==> src/rtl/load_store_unit.sv <==
// load_store_unit: drives data_memory, passing aligned accesses through and splitting misaligned ones into byte accesses.
module load_store_unit #(
    parameter bit ALLOW_MISALIGNED = 1'b1
) (
    input  logic        clk,
    input  logic        rst_n,
    input  logic        i_req_valid,
    input  logic        i_req_we,
    input  logic [31:0] i_req_addr,
    input  logic [31:0] i_req_wdata,
    input  logic [1:0]  i_req_size,
    input  logic        i_req_unsigned,
    output logic        o_stall,
    output logic        o_resp_valid,
    output logic [31:0] o_resp_rdata,
    output logic        o_misaligned,
    output logic        o_size_err,
    output logic [31:0] o_mem_a,
    output logic [31:0] o_mem_wd,
    output logic [1:0]  o_mem_data_size,
    output logic        o_mem_data_unsigned,
    output logic        o_mem_we,
    input  logic [31:0] i_mem_rd
);
    typedef enum logic [1:0] {IDLE, SPLIT, DONE} state_t;
    state_t      r_state, w_next;
    logic [1:0]  r_cnt;
    logic [31:0] r_acc, r_addr, r_wdata;
    logic [1:0]  r_size;
    logic        r_unsigned, r_we;
    logic        w_mis, w_last, w_accept;
    logic [4:0]  w_sh;
    assign w_mis    = (i_req_size == 2'b01 && i_req_addr[0]) || (i_req_size == 2'b10 && |i_req_addr[1:0]);
    assign w_last   = r_cnt == ((r_size == 2'b01) ? 2'd1 : 2'd3);
    assign w_sh     = {r_cnt, 3'b000};
    assign w_accept = r_state == IDLE && w_next == SPLIT;
    always_ff @(posedge clk or negedge rst_n) begin
        if (!rst_n) begin
            r_state    <= IDLE;
            r_cnt      <= '0;
            r_acc      <= '0;
            r_addr     <= '0;
            r_wdata    <= '0;
            r_size     <= '0;
            r_unsigned <= 1'b0;
            r_we       <= 1'b0;
        end else begin
            r_state <= w_next;
            if (w_accept) begin
                r_addr     <= i_req_addr;
                r_wdata    <= i_req_wdata;
                r_size     <= i_req_size;
                r_unsigned <= i_req_unsigned;
                r_we       <= i_req_we;
                r_cnt      <= '0;
                r_acc      <= '0;
            end else if (r_state == SPLIT) begin
                if (!r_we) r_acc[w_sh +: 8] <= i_mem_rd[7:0];
                r_cnt <= r_cnt + 2'd1;
            end
        end
    end
    // Status outputs stay low while reset is asserted, so an aborted split stops driving at once.
    always_comb begin
        w_next              = r_state;
        o_stall             = 1'b0;
        o_resp_valid        = 1'b0;
        o_resp_rdata        = '0;
        o_misaligned        = 1'b0;
        o_size_err          = 1'b0;
        o_mem_a             = i_req_addr;
        o_mem_wd            = i_req_wdata;
        o_mem_data_size     = i_req_size;
        o_mem_data_unsigned = i_req_unsigned;
        o_mem_we            = 1'b0;
        if (rst_n) begin
            unique case (r_state)
                IDLE: if (i_req_valid) begin
                    if (i_req_size == 2'b11) o_size_err = 1'b1;
                    else if (w_mis && ALLOW_MISALIGNED) begin
                        o_stall = 1'b1;
                        w_next  = SPLIT;
                    end else if (w_mis) o_misaligned = 1'b1;
                    else begin
                        o_mem_we     = i_req_we;
                        o_resp_valid = !i_req_we;
                        o_resp_rdata = i_mem_rd;
                    end
                end
                SPLIT: begin
                    o_stall             = 1'b1;
                    o_mem_a             = r_addr + {30'b0, r_cnt};
                    o_mem_wd            = {24'b0, r_wdata[w_sh +: 8]};
                    o_mem_data_size     = 2'b00;
                    o_mem_data_unsigned = 1'b1;
                    o_mem_we            = r_we;
                    w_next              = w_last ? DONE : SPLIT;
                end
                DONE: begin
                    o_resp_valid = !r_we;
                    o_resp_rdata = r_we ? 32'b0 : (r_size == 2'b01) ? {{16{r_acc[15] & ~r_unsigned}}, r_acc[15:0]} : r_acc;
                    w_next       = IDLE;
                end
                default: w_next = IDLE;
            endcase
        end
    end
endmodule
==> config.mk <==
export PLATFORM = sky130hd
export DESIGN_NAME = load_store_unit
export DESIGN_NICKNAME = d
export VERILOG_FILES = /design/src/rtl/load_store_unit.sv
export SDC_FILE = /design/constraint.sdc
export NUM_CORES = 1
export LEC_CHECK = 0
export ABC_AREA = 1
export CAP_MARGIN = 5
export CORE_UTILIZATION = 37
export CTS_CLUSTER_DIAMETER = 40
export CTS_CLUSTER_SIZE = 25
export DETAILED_ROUTE_END_ITERATION = 10
export GPL_TIMING_DRIVEN = 1
export PLACE_DENSITY_LB_ADDON = 0.3
export SKIP_CTS_REPAIR_TIMING = 1
export SLEW_MARGIN = 20
export SYNTH_ARGS = -nofsm -noshare
export SYNTH_HDL_FRONTEND = slang
export SYNTH_SLANG_ARGS = --single-unit
==> constraint.sdc <==
create_clock -name clk -period 6.8 [get_ports clk]
set_input_delay 0.68 -clock clk [delete_from_list [all_inputs] [get_ports clk]]
set_output_delay 0.68 -clock clk [all_outputs]
set_load 0.01 [all_outputs]
# Yosys cells after proc, flatten, opt, wreduce, memory -nomap -nowiden
# Index checks and enable logic that the tools add are counted.
# W data, S select, Z words.
word_totals:
  inputBits: 103
  out_inout_bits: 104
  word_cells: 82
  regBits: 104
classes:
  shift: 3
  bitwise_logic: 2
  addsub: 3
  n_reduce_logical: 10
  muxes: 47
  n_eq_ne: 9
ops:
  columns: ["cell", "n"]
  rows:
  - ["$mux W32", 13]
  - ["$pmux W32 S2", 1]
  - ["$add A32 B2 Y32", 1]
  - ["$bwmux W32", 1]
  - ["$shift A8 B7 Y32 const A", 1]
  - ["$shiftx A32 B6 Y8", 1]
  - ["$shiftx A8 B7 Y32", 1]
  - ["$mux W2", 10]
  - ["$mux W1", 18]
  - ["$eq A2 B1 Y1 const B", 4]
  - ["$neg A5 Y7", 1]
  - ["$eq A2 B2 Y1 const B", 3]
  - ["$pmux W1 S2", 3]
  - ["$pmux W2 S2", 1]
  - ["$logic_and A1 B1 Y1", 3]
  - ["$add A2 B1 Y2 const B", 1]
  - ["$eq A2 B2 Y1", 1]
  - ["$logic_not A1 Y1", 2]
  - ["$logic_not A2 Y1", 1]
  - ["$ne A2 B1 Y1 const B", 1]
  - ["$reduce_and A2 Y1", 1]
  - ["$reduce_bool A2 Y1", 1]
  - ["$reduce_or A2 Y1", 1]
  - ["$and A1 B1 Y1", 1]
  - ["2 further kinds", 2]

# Longest topological paths before layout
logic_depth:
  ltp_word: 12
  ltp_mapped: 14
  depth_no_buf: 13

# Worst setup path after synthesis
# OpenSTA, ideal clock, no wires.
synth_timing:
  kind: "flip-flop to output port"
  from: "register r_cnt[1]"
  to: "output port o_mem_a[30]"
  stages_incl_launch_ff: 15
  path_slack_ns: 3.878
  arrival_ns: 2.242
  path_buffers: 2
  required_ns: 6.120
  cell_sequence: "dfrtp_1 > buf_4 > inv_1 > clkbuf_1 > fa_1 > inv_1 > nand2_1 > nor2_2 > nand2_1 > nor2_1 > nand2_1 > or2_0 > nand3_1 > nand2_1 > inv_1"
synth_between:
  elab_chain_cells: 3
synth_lines:
  columns: ["item", "line", "text"]
  rows:
  - ["from (decl)", "27", "logic [1:0] r_cnt;"]
  - ["from (signal assigned)", "59", "r_cnt <= r_cnt + 2'd1;"]
  - ["$add A32 B2 Y32", "92", "o_mem_a = r_addr + {30'b0, r_cnt};"]
  - ["$mux W32", "77", "unique case (r_state)"]
  - ["$mux W32", "76", "if (rst_n) begin"]
  - ["to (decl)", "18", "output logic [31:0] o_mem_a,"]
# Every way passes these cells.

# Final worst setup path
layout_timing:
  from: "register r_state[1]"
  to: "output port o_mem_a[1]"
layout_between:
  elab_chain_cells: 3
layout_lines:
  columns: ["item", "line", "text"]
  rows:
  - ["from (decl)", "26", "state_t r_state, w_next;"]
  - ["from (signal assigned)", "48", "r_state <= w_next;"]
  - ["$eq A2 B1 Y1", "77", null]
  - ["$mux W32", "77", null]
  - ["$mux W32", "76", null]
# Every way passes these cells.

==> flow_summary.toml <==
[timing]
setup_ws_ns = 2.16
hold_ws_ns = 0.334
period_share_pct = 68.2
setup_viol = 0
fin_crit_ns = 4.64
tightestPinTransition_ns = 0.981
slew_violations = 0
fin_setup_tns_ns = 0
timing.fmax_ghz = 0.216
slew_headroom_pct = 34.6
rsz0062_at_grt = "false"
hold_viol_final = 0
fin_skew_ns = 0.00681

[worst_setup_path]
max_stage_delay_ns = 0.74
path_class = "reg -> out"
cp-end-kind = "output pin"
cp.required_ns = 6.12
crit_slowest_cell = "clkinv_2"
cp-start-kind = "register"
cp_top_family = "buffers and inverters"
r2r_cells = 9
worst-r2r-setup-slack_ns = 3.22
path_cells = "nor2_4, inv_2, nor2_2, buf_4, clkinv_2, o21ai_0, clkdlybuf4s50_1"
crit_buf_inv = 4
r2r-end = "r_acc[3]$_DFFE_PN0P_"
crit_fanout = 71
worst-endpoint-arrival_ns = 3.96
rr_startpoint = "r_cnt[0]$_DFFE_PN0P_"

[clocking]
clock_latency_ns = 0.35
clock_path_buffers = 2
ctsHtreeMaxLevel = 3
cts.sinks = 104
cts_buffers = 9
cts_tree = "done"
cts-root-buf = "clkbuf_16"
clk_pin_slew_ns = 0.07

[power_and_ir_drop]
leakagePower_nw = 4.76
peakVddDrop_uv = 175
power.density_nw_per_um2 = 363

[grt]
antenna_found_initial = 0
grt_pass1_wl_um = 36400
grt_max_degree = 109
grt.overflow.total = 0
grtUsageTotal_pct = 22.6
grt_pass1_vias = 7153

[layout]
final_nets = 1391
diodes = 0
fin_cells = 1549
fillCellCount = 1993
syn_to_final_growth_pct = 31.7
final_util_pct = 49.7
drive_gt1_share_pct = 3.04

[floorplanning]
placementRows = 51
die_area_um2 = 20400
die_w_um = 143
floorplan.initialDensity_pct = 37.7
core_area_um2 = 19500
io_pins = 207
fp.dieH_um = 143

[route]
drt-wirelength-per-cell_um = 14.4
routed.top_layer = "met4"
drtIter0Drc = 550
via_count = 7633
wl_um = 22300
first_pass_iters = 5
dr_wl_met3_um = 1400
ant_nets = 0
drcViolationCount = 0
via_per_inst = 4.93
wl_met2_um = 9710
drt-met1-wl_um = 10800

[synth]
synth_cell_types = 36
syn_inst = 1128
synth_top_area_share_pct = 35.4
syn_nets = 1239
yosysTopAreaCell = "dfrtp_1"
syn_area_um2 = 7340
synth-seq-cells = 104
yosys_warnings = 0
yosysSeqAreaShare_pct = 35.4
postSynthAreaPerCell_um2 = 6.51
synthTopCellsByArea = "dfrtp_1 (35%), nand2_1 (21%), inv_1 (8.0%)"

[run]
drv_cap = 0

[place]
io_buffers = 205
dp_hpwl_um = 16300
dp_cells = 1534
place_ws_ns = 2.66
place_congestion = 0.949

[run_status]
run_status = "finished clean"

[worst_hold_path]
hp-class = "in -> async"
## through the flow
stage / cell area, um2 / power (mW)
2_1_floorplan: 7340 / 2.36
3_3_place_gp: 9410 / 3.02
3_5_place_dp: 9410 / 3.04
4_1_cts: 9670 / 3.52
5_1_grt: 9670 / 3.84
6_report: 9670 / 3.51
## layout make-up
type                       count  area [um2]  share of cell area [%]
multi-input combinational    791        3770                    39.0
timing repair buffer         210        2090                    21.6
inverter                     164         617                    6.38
clock buffer                   9         225                    2.33
clock inverter                 6        36.3                   0.375
tap                          265         332                    3.43
sequential                   104        2600                    26.9
## logic make-up (layout without fill, tap and decap cells)
logic type	count (synthesis)	in the layout	share of synthesized area [%]
and+or+nand+nor	569	569	31.8
buffers and inverters	233	389	13.3
AOI/OAI and AO/OA	192	192	15.5
DFF	104	104	35.4
xor gates and xnor gates	21	21	2.50
adders and majority gates	8	8	1.47
other	1	1	0.0511
## synth_stat cells (all sizes together)
cell,count
nand3,29
or2,3
nor4,5
conb,1
clkinv,3
xor2,17
buf,34
dfrtp,104
o22ai,11
inv,161
a21oi,35
o21ai,108
fa,1
o31ai,4
a21boi,1
nor2,68
clkbuf,35
o311ai,32
xnor2,4
ha,7
nand4,24
nand2,407
nand3b,5
nor3,28
o21a,1
## metal layers
metal,track usage [%],up-vias
met5,0,-
met4,6.73,0
met3,3.89,25
met2,35.2,237
met1,31.9,3477
li1,-,3894
## where the power goes
part / switching, mW / internal [mW] / total [mW] / leakage, nW
clock network: 0.231 / 0.245 / 0.476 / 0.131
logic: 1.22 / 0.707 / 1.93 / 3.29
registers: 0.248 / 0.860 / 1.11 / 1.34
## layout by cell type (no fill, tap or decap), types with 6 or more instances in the layout
cell type,count
a21oi_1,35
buf_4,6
clkbuf_16,9
clkdlybuf4s50_1,204
dfrtp_1,104
ha_1,7
inv_1,157
nand2_1,407
nand3_1,27
nand4_1,24
nor2_1,64
nor3_1,27
o21ai_0,92
o21ai_1,16
o22ai_1,10
o311ai_0,32
xor2_1,17
## flip-flops by register name (all words and copies together), names as in the netlist
| name | count |
|---|---|
| r_acc | 32 |
| r_addr | 32 |
| r_wdata | 32 |
| r_cnt | 2 |
| r_size | 2 |
| r_state | 2 |
| r_unsigned | 1 |
| r_we | 1 |
## how the worst max path moves through the flow
stage                  endpoint  cells past startpoint                  from
CTS                  o_mem_a[3]                      8  r_state[1]$_DFF_PN0_
global placement     o_mem_a[1]                      7                 rst_n
global route         o_mem_a[1]                      7  r_state[1]$_DFF_PN0_
detailed placement  o_mem_wd[3]                      8  r_state[1]$_DFF_PN0_
floorplan           o_mem_a[30]                     14  r_cnt[1]$_DFFE_PN0P_
finish               o_mem_a[1]                      7  r_state[1]$_DFF_PN0_
Note: power is estimated with default switching activity, not from simulation.
